--- config.mk ---
export PLATFORM = sky130hd
export DESIGN_NAME = eth_rx_mac_filter_flat
export DESIGN_NICKNAME = d
export VERILOG_FILES = /design/src/rtl/eth_rx_mac_filter_if.sv /design/src/rtl/eth_rx_mac_filter.sv /design/src/flat_wrapper.sv
export SDC_FILE = /design/constraint.sdc
export NUM_CORES = 1
export LEC_CHECK = 0
export BUFFER_PORTS_ARGS = -buffer_cell sky130_fd_sc_hd__buf_2
export CAP_MARGIN = 20
export CORE_ASPECT_RATIO = 0.9
export CORE_UTILIZATION = 47
export DETAILED_ROUTE_END_ITERATION = 10
export GPL_TIMING_DRIVEN = 0
export PLACE_DENSITY_LB_ADDON = 0.05
export SLEW_MARGIN = 10
export SYNTH_ARGS = -nofsm -noshare
export SYNTH_HDL_FRONTEND = slang
export SYNTH_SLANG_ARGS = --single-unit
--- constraint.sdc ---
create_clock -name clock125 -period 6.2 [get_ports clock125]
set_input_delay 0.93 -clock clock125 [delete_from_list [all_inputs] [get_ports clock125]]
set_output_delay 0.93 -clock clock125 [all_outputs]
set_load 0.02 [all_outputs]
--- src/rtl/eth_rx_mac_filter_if.sv ---
// Byte-wide AXI-Stream link used on both sides of the RX MAC filter.
interface eth_rx_mac_filter_if;
  logic [7:0] tdata;
  logic       tvalid;
  logic       tready;
  logic       tlast;
  logic       tuser;

  modport master (output tdata, tvalid, tlast, tuser, input tready);
  modport slave  (input tdata, tvalid, tlast, tuser, output tready);
endinterface

--- src/rtl/eth_rx_mac_filter.sv ---
// RX destination-MAC filter: holds the 6-byte dest address, decides pass/drop,
// replays the header and then cuts through the rest of an accepted frame.
module eth_rx_mac_filter #(
  parameter int CNT_WIDTH = 32
) (
  input  logic                     clock125,
  input  logic                     reset,
  eth_rx_mac_filter_if.slave       s_axis,
  eth_rx_mac_filter_if.master      m_axis,
  input  logic [47:0]              mac_addr,
  input  logic                     promiscuous,
  input  logic                     accept_broadcast,
  input  logic                     accept_multicast,
  output logic [CNT_WIDTH-1:0]     frames_passed,
  output logic [CNT_WIDTH-1:0]     frames_dropped,
  output logic [CNT_WIDTH-1:0]     frames_runt
);

  typedef enum logic [1:0] {HDR, REPLAY, PASS, DROP} state_t;

  state_t          state, state_nxt;
  logic [2:0]      idx, idx_nxt;
  logic [5:0][7:0] hdr;
  logic [47:0]     dest;
  logic            accept;
  logic            hdr_we, inc_pass, inc_drop, inc_runt;
  logic            s_rdy, m_vld;
  logic [7:0]      m_data;
  logic            m_last, m_user;
  logic            s_hs;

  // Byte 5 is still on the bus when the decision is made, so take it live.
  assign dest = {hdr[0], hdr[1], hdr[2], hdr[3], hdr[4], s_axis.tdata};

  always_comb begin
    if (promiscuous)   accept = 1'b1;
    else if (&dest)    accept = accept_broadcast;
    else if (dest[40]) accept = accept_multicast;
    else               accept = (dest == mac_addr);
  end

  assign s_hs = s_axis.tvalid && s_rdy;

  always_comb begin
    state_nxt = state;
    idx_nxt   = idx;
    hdr_we    = 1'b0;
    inc_pass  = 1'b0;
    inc_drop  = 1'b0;
    inc_runt  = 1'b0;
    s_rdy     = 1'b0;
    m_vld     = 1'b0;
    m_data    = hdr[idx];
    m_last    = 1'b0;
    m_user    = 1'b0;
    unique case (state)
      HDR: begin
        s_rdy = 1'b1;
        if (s_hs) begin
          hdr_we = 1'b1;
          if (s_axis.tlast) begin
            inc_runt = 1'b1;
            idx_nxt  = '0;
          end else if (idx == 3'd5) begin
            idx_nxt   = '0;
            state_nxt = accept ? REPLAY : DROP;
          end else begin
            idx_nxt = idx + 3'd1;
          end
        end
      end
      REPLAY: begin
        m_vld = 1'b1;
        if (m_axis.tready) begin
          if (idx == 3'd5) begin
            idx_nxt   = '0;
            state_nxt = PASS;
          end else begin
            idx_nxt = idx + 3'd1;
          end
        end
      end
      PASS: begin
        s_rdy  = m_axis.tready;
        m_vld  = s_axis.tvalid;
        m_data = s_axis.tdata;
        m_last = s_axis.tlast;
        m_user = s_axis.tuser;
        if (s_hs && s_axis.tlast) begin
          inc_pass  = 1'b1;
          state_nxt = HDR;
        end
      end
      DROP: begin
        s_rdy = 1'b1;
        if (s_hs && s_axis.tlast) begin
          inc_drop  = 1'b1;
          state_nxt = HDR;
        end
      end
      default: state_nxt = HDR;
    endcase
  end

  // Both handshakes are held off while reset is high, whatever the state register holds.
  assign s_axis.tready = s_rdy && !reset;
  assign m_axis.tvalid = m_vld && !reset;
  assign m_axis.tdata  = m_data;
  assign m_axis.tlast  = m_last;
  assign m_axis.tuser  = m_user;

  always_ff @(posedge clock125) begin
    if (reset) begin
      state          <= HDR;
      idx            <= '0;
      frames_passed  <= '0;
      frames_dropped <= '0;
      frames_runt    <= '0;
    end else begin
      state <= state_nxt;
      idx   <= idx_nxt;
      if (hdr_we) hdr[idx] <= s_axis.tdata;
      if (inc_pass && !(&frames_passed))   frames_passed  <= frames_passed  + CNT_WIDTH'(1);
      if (inc_drop && !(&frames_dropped))  frames_dropped <= frames_dropped + CNT_WIDTH'(1);
      if (inc_runt && !(&frames_runt))     frames_runt    <= frames_runt    + CNT_WIDTH'(1);
    end
  end

endmodule

--- src/flat_wrapper.sv ---
// flat-port wrapper written by rule: the top's interface ports become plain ports
module eth_rx_mac_filter_flat 
#(
  parameter int CNT_WIDTH = 32
)
  (clock125, reset, mac_addr, promiscuous, accept_broadcast, accept_multicast, frames_passed, frames_dropped, frames_runt, s_axis_tdata, s_axis_tvalid, s_axis_tlast, s_axis_tuser, s_axis_tready, m_axis_tdata, m_axis_tvalid, m_axis_tlast, m_axis_tuser, m_axis_tready);
  eth_rx_mac_filter_if s_axis_i ();
  eth_rx_mac_filter_if m_axis_i ();
  input  logic clock125;
  input  logic reset;
  input  logic [47:0] mac_addr;
  input  logic promiscuous;
  input  logic accept_broadcast;
  input  logic accept_multicast;
  output logic [CNT_WIDTH-1:0] frames_passed;
  output logic [CNT_WIDTH-1:0] frames_dropped;
  output logic [CNT_WIDTH-1:0] frames_runt;
  input wire logic [$bits(s_axis_i.tdata)-1:0] s_axis_tdata;
  input wire logic [$bits(s_axis_i.tvalid)-1:0] s_axis_tvalid;
  input wire logic [$bits(s_axis_i.tlast)-1:0] s_axis_tlast;
  input wire logic [$bits(s_axis_i.tuser)-1:0] s_axis_tuser;
  output wire logic [$bits(s_axis_i.tready)-1:0] s_axis_tready;
  output wire logic [$bits(m_axis_i.tdata)-1:0] m_axis_tdata;
  output wire logic [$bits(m_axis_i.tvalid)-1:0] m_axis_tvalid;
  output wire logic [$bits(m_axis_i.tlast)-1:0] m_axis_tlast;
  output wire logic [$bits(m_axis_i.tuser)-1:0] m_axis_tuser;
  input wire logic [$bits(m_axis_i.tready)-1:0] m_axis_tready;
  assign s_axis_i.tdata = s_axis_tdata;
  assign s_axis_i.tvalid = s_axis_tvalid;
  assign s_axis_i.tlast = s_axis_tlast;
  assign s_axis_i.tuser = s_axis_tuser;
  assign s_axis_tready = s_axis_i.tready;
  assign m_axis_tdata = m_axis_i.tdata;
  assign m_axis_tvalid = m_axis_i.tvalid;
  assign m_axis_tlast = m_axis_i.tlast;
  assign m_axis_tuser = m_axis_i.tuser;
  assign m_axis_i.tready = m_axis_tready;
  eth_rx_mac_filter #(.CNT_WIDTH(CNT_WIDTH)) u_core (.clock125(clock125), .reset(reset), .s_axis(s_axis_i), .m_axis(m_axis_i), .mac_addr(mac_addr), .promiscuous(promiscuous), .accept_broadcast(accept_broadcast), .accept_multicast(accept_multicast), .frames_passed(frames_passed), .frames_dropped(frames_dropped), .frames_runt(frames_runt));
endmodule
==> flow_summary_export.csv <==
group,metric,value,unit
run_status,status,"finished, final reports clean",
sta,tightest_slew,0.927,ns
power_and_ir_drop,p_clk_frac,0.466,
global_routing,antenna_found_initial,0,
layout,synthToLayoutAreaGrowth,21.4,%
setup_path,cp-end-kind,"primary output",
die,start_util,0.489,
sta,fin_crit,3.66,ns
power_and_ir_drop,total_power,2.14,mW
layout,drive_above_1_share,0.229,
synth,syn_area,7990,um2
synth,synthTopCellsByArea,"dfxtp_1, edfxtp_1, a21oi_1",
sta,finalHoldViolCount,0,
routing,remaining_drc_errors,0,
sta,setup_viol,0,
place,port-buffer-count,171,
die,dieArea,17500,um2
synth,synth-seq-cells,149,
clock_network,clock-sinks,149,
synth,synth_fp_nets,950,
die,fp-row-count,44,
synth,synth_ff_type,"dfxtp_1",
synth,synth-warning-count,0,
power_and_ir_drop,p_int,1.59,mW
layout,multi_input_area,4310,um2
place,gp_congestion,0.906,
sta,final.setup_skew,0.0112,ns
routing,drt-initial-drc-count,590,
setup_path,cp_max_fo,10,
synth,async_flop_share,0,
routing,firstDrtPassIters,5,
worst_hold_path,worstHoldPathType,"reg -> reg",
clock_network,clockRootBuffer,"clkbuf_16",
sta,drv_slew,0,
synth,synth_top_area_cell,"dfxtp_1",
power_and_ir_drop,netSwitchingFraction,0.257,
global_routing,grt_pass1_wl,36700,um
synth,syn_avg_cell_area,9.10,um2
setup_path,required,5.27,ns
synth,synth_edf_count,48,
setup_path,critPathKind,"reg -> out",
clock_network,cts_htree_levels,4,
setup_path,startpoint_type,"register",
die,coreArea,16400,um2
die,die_x,139,um
layout,num-fill-cells,1504,
power_and_ir_drop,power_frac_seq,0.475,
global_routing,grt_max_degree,17,
power_and_ir_drop,p_per_area,221,nW/um2
routing,routedWlPerCell,17.9,um
layout,seqCellArea,3460,um2
layout,insertedDiodeCount,0,
clock_network,cts_tree,"yes",
synth,synth_common_cells,"dfxtp_1, a21oi_1, nor2_1",
clock_network,clock_path_buffers,2,
clock_network,cts_buffers,17,
synth,syn_inst,878,
sta,rsz0062_at_grt,"no",
routing,via_per_inst,5.95,
power_and_ir_drop,p_leak,3.47,nW
power_and_ir_drop,switchingPower,551,uW
synth,synth.most_common_cell,"dfxtp_1",
synth,synth_top_area_share,0.253,
clock_network,cts.clk_slew.worst_paths,0.07,ns
routing,vias,7680,
power_and_ir_drop,p_comb_frac,0.060,
setup_path,worstPathArrival,2.73,ns
clock_network,cts.repair.resized,0,
place,hpwl,17000,um
synth,yosysUniqueCellTypes,62,
layout,nNetsFinal,1143,
run,max_cap_violations,0,
die,io_pins,173,
clock_network,clock_latency,0.43,ns
global_routing,grt_usage,0.267,
synth,ys_seq_area_frac,0.434,
global_routing,gr-total-overflow,0,
die,die_y,126,um
global_routing,grt_pass1_vias,6843,
sta,whs,0.500,ns
routing,drtAntennaViolNets,0,
clock_network,postCtsSetupBuffers,0,
power_and_ir_drop,ir_worst_vdd,0.174,mV
sta,fmaxAchievable,274,MHz
sta,timing.setup.tns,0,ns
sta,relSlewSlack,0.366,
routing,wl,23100,um
clock_network,hold_buffers,0,
sta,finalCritPeriodShare,0.590,
[cell families after synthesis]
logic type,share of synthesized area
AOI/OAI and AO/OA,0.143
and+or+nand+nor,0.275
muxes,0.0562
buffers and inverters,0.0287
DFF,0.434
adders and majority gates,0.0110
xor gates and xnor gates,0.0526
[sequential cells by signal (all words and copies together) (netlist names)]
signal                 count
u_core.dest               40
u_core.frames_dropped     32
u_core.frames_passed      32
u_core.frames_runt        32
u_core.hdr                 8
u_core.idx                 3
u_core.state               2
[cell usage in the layout, fill, tap and decap left out, drive strengths merged, types with 2 or more instances in the layout]
| cell | instances |
|---|---|
| nor2b | 23 |
| nand2b | 18 |
| ha | 7 |
| o31ai | 28 |
| edfxtp | 48 |
| and2 | 6 |
| or4 | 28 |
| a21oi | 77 |
| o2111ai | 2 |
| or4b | 2 |
| or3 | 40 |
| clkinv | 2 |
| a21o | 2 |
| clkinvlp | 4 |
| a31o | 5 |
| nor3b | 3 |
| o221ai | 9 |
| a2111oi | 5 |
| xnor2 | 28 |
| mux2i | 19 |
| nor4 | 27 |
| dfxtp | 101 |
| mux2 | 23 |
| nand4b | 2 |
| nand3b | 5 |
| a211oi | 3 |
| and4 | 8 |
| nand3 | 45 |
| xor2 | 20 |
| a31oi | 3 |
| nor2 | 61 |
| inv | 28 |
| buf | 181 |
| clkbuf | 50 |
| o21ai | 37 |
| nand2 | 49 |
| nand4 | 43 |
| or2 | 3 |
| nor3 | 11 |
| and3 | 12 |
[layer usage]
metal | global-route usage | vias up | routed length (um)
li1 | - | 3730 | -
met1 | 0.385 | 3632 | 11000
met2 | 0.401 | 290 | 10200
met3 | 0.0551 | 28 | 1570
met4 | 0.0778 | 0 | 299
met5 | 0 | - | 0
[power groups by stage]
stage / Combinational (mW) / Clock, mW / Sequential (mW)
finish: 0.127 / 0.997 / 1.02
CTS: 0.127 / 1.01 / 1.02
detailed placement: 0.127 / 0 / 1.04
global route: 0.140 / 1.05 / 1.02
global placement: 0.125 / 0 / 1.04
floorplan: 0.0670 / 0 / 1.04
[per-stage QoR]
| stage | cell area, um2 | util | instances | setup slack [ns] |
|---|---|---|---|---|
| after global placement | 9100 | 0.557 | 1256 | 2.52 |
| after global routing | 9700 | 0.593 | 1291 | 2.39 |
| final | 9700 | 0.593 | 1291 | 2.54 |
| after CTS | 9700 | 0.593 | 1291 | 2.54 |
| after detailed placement | 9140 | 0.559 | 1259 | 2.54 |
| after floorplan | 7990 | - | 878 | 3.26 |
[area by class of cell]
cell class | instances | area share
plain buffers | 40 | 0.0163
clock buffers | 17 | 0.0439
clock inverters | 15 | 0.0141
inverters | 19 | 0.00735
multi-input cells | 670 | 0.444
flip-flops and latches | 149 | 0.357
well taps | 207 | 0.0267
repair buffers | 174 | 0.0903
[final timing paths]
check	depth (start not counted)	start	to	slack [ns]
worst min register to register	2	u_core.frames_runt[16]$_SDFFE_PP0P_	u_core.frames_runt[16]$_SDFFE_PP0P_	0.50
worst max register to register	10	u_core.state[1]$_SDFFE_PP0P_	u_core.frames_runt[27]$_SDFFE_PP0P_	3.23
worst min-delay path	2	u_core.frames_runt[16]$_SDFFE_PP0P_	u_core.frames_runt[16]$_SDFFE_PP0P_	0.50
worst max-delay path	7	u_core.idx[1]$_SDFFE_PP0P_	m_axis_tdata[7]	2.54
[critical path, cell delays in order (launching register included)]
cell      delay, ns
dfxtp_1        0.30
clkbuf_1       0.36
buf_1          0.52
nor2_1         0.21
a21oi_1        0.24
o221ai_1       0.19
mux2_2         0.31
buf_2          0.17
Power figures use the tool's default switching activity.
